File: src/rtl/move_exec.sv
// move_exec: executes decoded MOV/MOVL/MOVH/SWAP commands against a register file
// through one registered read port and one write port.
module move_exec #(
  parameter int WIDTH       = 32,
  parameter int REGS_CODING = 3,
  parameter int FLAGS       = 4,
  parameter int ZERO        = 3
) (
  input  logic                   clk,
  input  logic                   rst_n,
  input  logic                   move_en,
  input  logic [WIDTH/2-1:0]     immediate,
  input  logic [1:0]             mode,
  input  logic [REGS_CODING-1:0] op1,
  input  logic [REGS_CODING-1:0] op2,
  input  logic                   suffix,
  input  logic [FLAGS-1:0]       flags,
  output logic                   busy,
  output logic                   done,
  output logic                   skipped,
  output logic [REGS_CODING-1:0] rf_raddr,
  input  logic [WIDTH-1:0]       rf_rdata,
  output logic [REGS_CODING-1:0] rf_waddr,
  output logic [WIDTH-1:0]       rf_wdata,
  output logic                   rf_wren
);
  localparam int H = WIDTH / 2;
  typedef enum logic [2:0] {IDLE, RD_A, CAP_A, CAP_B, WR_A, WR_B, DONE} state_t;
  state_t state_q, state_d;
  logic [H-1:0] imm_q, imm_d;
  logic [1:0] mode_q, mode_d;
  logic [REGS_CODING-1:0] op1_q, op1_d, op2_q, op2_d;
  logic sfx_q, sfx_d, cond_q, cond_d;
  logic [WIDTH-1:0] tmp_a_q, tmp_a_d, tmp_b_q, tmp_b_d;
  logic swap;
  logic unused_flags;
  assign unused_flags = ^flags;
  assign swap = mode_q == 2'd3;
  always_ff @(posedge clk or negedge rst_n) begin
    if (!rst_n) begin
      state_q <= IDLE;
      imm_q   <= '0;
      mode_q  <= '0;
      op1_q   <= '0;
      op2_q   <= '0;
      sfx_q   <= 1'b0;
      cond_q  <= 1'b0;
      tmp_a_q <= '0;
      tmp_b_q <= '0;
    end else begin
      state_q <= state_d;
      imm_q   <= imm_d;
      mode_q  <= mode_d;
      op1_q   <= op1_d;
      op2_q   <= op2_d;
      sfx_q   <= sfx_d;
      cond_q  <= cond_d;
      tmp_a_q <= tmp_a_d;
      tmp_b_q <= tmp_b_d;
    end
  end
  always_comb begin
    state_d  = state_q;
    imm_d    = imm_q;
    mode_d   = mode_q;
    op1_d    = op1_q;
    op2_d    = op2_q;
    sfx_d    = sfx_q;
    cond_d   = cond_q;
    tmp_a_d  = tmp_a_q;
    tmp_b_d  = tmp_b_q;
    busy     = state_q != IDLE;
    done     = 1'b0;
    skipped  = 1'b0;
    rf_raddr = '0;
    rf_waddr = '0;
    rf_wdata = '0;
    rf_wren  = 1'b0;
    case (state_q)
      IDLE: if (move_en) begin
        imm_d   = immediate;
        mode_d  = mode;
        op1_d   = op1;
        op2_d   = op2;
        sfx_d   = suffix;
        cond_d  = !suffix | flags[ZERO];
        state_d = cond_d ? RD_A : DONE;
      end
      RD_A: begin
        rf_raddr = mode_q == 2'd0 ? op2_q : op1_q;
        state_d  = CAP_A;
      end
      CAP_A: begin
        tmp_a_d  = rf_rdata;
        rf_raddr = swap ? op2_q : '0;
        state_d  = swap ? CAP_B : WR_A;
      end
      CAP_B: begin
        tmp_b_d = rf_rdata;
        state_d = WR_A;
      end
      WR_A: begin
        rf_wren  = 1'b1;
        rf_waddr = op1_q;
        rf_wdata = mode_q == 2'd0 ? tmp_a_q :
                   mode_q == 2'd1 ? {tmp_a_q[WIDTH-1:H], imm_q} :
                   mode_q == 2'd2 ? {imm_q, tmp_a_q[H-1:0]} : tmp_b_q;
        state_d  = swap ? WR_B : DONE;
      end
      WR_B: begin
        rf_wren  = 1'b1;
        rf_waddr = op2_q;
        rf_wdata = tmp_a_q;
        state_d  = DONE;
      end
      DONE: begin
        done    = 1'b1;
        skipped = !cond_q;
        state_d = IDLE;
      end
      default: state_d = IDLE;
    endcase
  end
endmodule

File: config.mk
export PLATFORM = sky130hd
export DESIGN_NAME = move_exec
export DESIGN_NICKNAME = d
export VERILOG_FILES = /design/src/rtl/move_exec.sv
export SDC_FILE = /design/constraint.sdc
export NUM_CORES = 1
export LEC_CHECK = 0
export BUFFER_PORTS_ARGS = -buffer_cell sky130_fd_sc_hd__buf_2
export CORE_UTILIZATION = 50
export DETAILED_ROUTE_END_ITERATION = 12
export GPL_TIMING_DRIVEN = 0
export PLACE_DENSITY = 0.81
export SLEW_MARGIN = 30
export SYNTH_ARGS = -nofsm -noshare
export SYNTH_HDL_FRONTEND = slang
export SYNTH_SLANG_ARGS = --single-unit
File: constraint.sdc
create_clock -name clk -period 2 [get_ports clk]
set_clock_uncertainty 0.05 [all_clocks]
set_input_delay 0.4 -clock clk [delete_from_list [all_inputs] [get_ports clk]]
set_output_delay 0.4 -clock clk [all_outputs]
set_load 0.1 [all_outputs]
==> Word level (Yosys, flattened, before mapping) <==
Cells that the tools add are included.
{ "totals": {"register_bits": 92, "output_inout_bits": 42} }
{ "classes": {"reduce_logical": 7, "bitwise": 1, "n_eq_ne": 10, "muxes": 16} }
{ "ops": {"columns": ["cell", "count"], "rows": [
  ["2-to-1 mux 32 bit", 3],
  ["case mux 32 bit (2 select lines)", 1],
  ["case mux 3 bit (6 select lines)", 1],
  ["2-to-1 mux 3 bit", 5],
  ["case mux 3 bit (2 select lines)", 2],
  ["== test 3 bit (second input constant)", 3],
  ["== test 3 x 2 -> 1 bit (second input constant)", 2],
  ["== test 2 bit (second input constant)", 2],
  ["== test 3 x 1 -> 1 bit (second input constant)", 1],
  ["zero test 3 bit", 1],
  ["2-to-1 mux 1 bit", 3],
  ["nonzero test 3 bit", 1],
  ["== test 2 x 1 -> 1 bit (second input constant)", 1],
  ["zero test 1 bit", 2],
  ["zero test 2 bit", 1],
  ["2-to-1 mux 2 bit", 1],
  ["!= test 2 bit (second input constant)", 1],
  ["AND reduction 2 bit", 1],
  ["OR reduction 2 bit", 1],
  ["OR 1 bit", 1]
]} }

==> Depth between registers and ports, before layout <==
{ "logic_depth": {"ltp_word": 5, "mapped_depth": 7, "mapped_depth_nobuf": 4} }

==> Least setup slack after synthesis <==
Ideal clock, no wire load.
{ "synth_timing": {"path_kind": "flip-flop to output port", "from": "reg state_q[1]", "to": "out rf_wdata[16]", "stages_incl_launch_ff": 5, "arrival_ns": 3.167, "slack_ns": -1.617, "path_buffers": 1, "path_cell_list": "dfrtp_1 nor3b_4 nand2_1 clkbuf_1 o21ai_0"} }
{ "synth_between": {"elab_chain_cells": 2, "elab_cells_between_ends": 3, "cone_classes": "eq/ne (2); mux (1)"} }
{ "synth_lines": {"columns": ["element", "line", "source"], "rows": [
  ["start: declaration", "29", "state_t state_q, state_d;"],
  ["start signal: assignment", "51", "state_q <= state_d;"],
  ["== test 3 bit", "79", "case (state_q)"],
  ["case mux 32 bit (2 select lines) *", "79", null],
  ["end: declaration", "24", "output logic [WIDTH-1:0] rf_wdata,"]
]} }
Mark *: on every way between the ends. The rest lies on a longest branch, timed or not.

==> Final worst setup path <==
{ "layout_timing": {"from": "reg state_q[0]", "to": "out rf_wdata[5]"} }
Same word-level chain as after synthesis.

==> results.txt <==
Status: finished, violations left
Failing checks: negative setup slack
CP max stage delay: 0.47 ns
Critical Path AT: 2.03 ns
Mapped Cells: 398
CTS clk-pin slew, worst paths: 0.11 ns
GRT Util Overall: 31.4%
Cts bufs inserted: 9
Period minus WS final: 2.48 ns
Synth Register Bits: 92
H-tree depth: 3
Syn Nets: 462
CP max FO: 5
CP Capture Type: output pin
Most frequent CP cell: buf_6
DR pass1 iterations: 5
Crit path from: state_q[0]
Tightest Pin Transition: 0.388 ns
Initial Utilization: 51.8%
Maxcap violations: 0
Final setup fails: 51
Layout cells sized above 1: 59.2%
Final Hold Fails: 0
CTS Buffer Depth: 2
Core ar.: 0.00924 mm²
Vias: 4100
Top cells by area, synth: dfrtp_1 48%, mux2_2 12%, mux2i_1 11%
Crit path max-delay family: flip-flops
Crit path to: rf_wdata[5]
Post-synth cell types: 35
Chip width: 99.9 µm
Worst reg2reg path startpoint: state_q[0]
Synth-to-layout area growth: 53.1%
Slew headroom: 74.1%
Yosys Warn Count: 0
DR WL/cell: 23.6 µm
DRC viols: 0
Asr flop ratio synth: 100%
Post-Syn Area: 0.00479 mm²
Slew Limit Fails: 0
FF-to-FF path depth: 5
Total wire length: 16000 µm
Via/cell ratio: 6.05
Stages on worst setup path: 7
CTS sink cnt: 92
Std-Cell Rows: 35
RSZ-0062 raised after global routing: yes
Port bufs: 102
CTS root buffer: clkbuf_8
Vias in the first global route: 4213
Hpwl dp: 8630 µm
Io pins: 106
Remaining antenna violation count: 0
CP Cell Sequence: nor3b_4 > buf_6 > buf_6 > o21ai_2 > a21oi_2 > o22a_4 > buf_12
Sequential-to-total area share from yosys stat: 48.1%
WHS Path Cells: 2
Worst EP required: 1.55 ns
Reg2reg end: imm_q[9]
Top_reg_cell synth: dfrtp_1
Register-to-Register Setup Slack: -0.01 ns
Most common cell after layout, fill and taps aside: dfrtp_1
Area leader, netlist: dfrtp_1
Largest net degree at the start of global routing: 73
EDFF count, synth: 0
Die area: 0.00998 mm²
Skew-Pair Late Insertion Delay: 0.37 ns
Critical Path Source Type: flip-flop
Ant. Diodes: 0
Layout net count: 608
Post-synth top area share: 48.1%
Slowest stage cell, crit path: dfrtp_1
Fmax: 404 MHz
Fin crit share: 124%
PnR worst setup slack: -0.478 ns
# fillers: 474
Die Ht: 99.9 µm
First DRT Iteration DRCs: 214
Worst Hold Class: in -> reg
Avg Synthesized Cell Area: 12.0 µm²
Kind of critical path: reg -> out
GPL Wtd Cong: 0.832
Initial antenna violation count: 0
Commonest cells after routing, fill and taps aside: 89 x dfrtp_1, 65 x buf_2, 52 x mux2_2
Crit path buf inv count: 3
GRT overflow: 0
CTS tree: yes
Setup TNS: -14.70 ns
Global-route wire length before repair: 23300 µm
timing repair:
| item | CTS | global route |
|---|---|---|
| hold buffers | 1 | 0 |
| endpoints found under the hold margin | 20 | 0 |
| setup endpoints to repair | 42 | 63 |
| setup buffers | 22 | 10 |
| resized for setup | 261 | 34 |
| pin swaps | 31 | 18 |
| cloned | 2 | 0 |
metal layers:
metal | global-route usage, % | wire length [µm] | vias up
met5 | 0 | 0 | -
met4 | 13.9 | 608 | 0
met3 | 6.34 | 956 | 61
met2 | 52.2 | 8020 | 207
met1 | 39.8 | 6380 | 2097
li1 | - | - | 1735
kinds of logic (layout without fill, tap and decap cells):
kind of cell | after synthesis | count (layout) | synth area share [%]
buffers and inverters | 30 | 181 | 3.68
and+or+nand+nor | 59 | 59 | 6.58
AOI/OAI and AO/OA | 77 | 77 | 10.1
muxes | 140 | 140 | 31.6
DFF | 92 | 92 | 48.1
worst min path at each step:
| stage | start | endpoint | slack, ns |
|---|---|---|---|
| 2_1_floorplan | rst_n | cond_q | 0.05 |
| 3_3_place_gp | tmp_a_q[20] | tmp_a_q[20] | 0.42 |
| 3_5_place_dp | rst_n | tmp_a_q[5] | 0.21 |
| 4_1_cts | immediate[12] | imm_q[12] | 0.19 |
| 5_1_grt | immediate[15] | imm_q[15] | 0.19 |
| 6_report | immediate[7] | imm_q[7] | 0.20 |
synthesized netlist by cell type, types with 2 or more instances:
cell      number
nand2_1       19
nor3b_4        2
mux2_2        52
o22a_1        16
inv_1          2
nor2_1        25
mux2i_1       52
buf_2         15
a22o_1         3
o21ai_0       32
clkbuf_1       2
nand2b_1       2
dfrtp_1       92
mux2_1        36
nor2b_1        4
buf_4          7
a21oi_1       19
area by class of cell:
class | count | area, µm² | area share [%]
Timing Repair Buffer | 136 | 1500 | 20.4
Buffer | 26 | 282 | 3.84
Clock inverter | 7 | 60.1 | 0.819
Multi-Input combinational cell | 276 | 2890 | 39.4
Clock buffer | 9 | 124 | 1.69
Inverter | 3 | 11.3 | 0.154
Sequential cell | 92 | 2310 | 31.5
Tap cell | 129 | 161 | 2.20
registers in the layout, indices dropped and copies added (netlist names):
| register | cells |
|---|---|
| op1_q | 3 |
| cond_q | 1 |
| tmp_b_q | 32 |
| tmp_a_q | 32 |
| op2_q | 3 |
| imm_q | 16 |
| state_q | 3 |
| mode_q | 2 |
stage by stage:
stage,setup slack (ns),util (%),instances,cell area (µm²),hold WS (ns)
final,-0.478,79.3,678,7330,0.199
after global routing,-0.527,79.3,678,7330,0.191
after CTS,-0.409,77.5,671,7160,0.187
after detailed placement,-0.616,62.8,630,5810,0.213
after global placement,-0.590,62.5,629,5770,0.419
after floorplan,-0.224,-,398,5100,0.0544
Power is left out: the tool's default activity adds up to more than one toggle a clock period on the data nets, which glitch-free logic cannot reach.
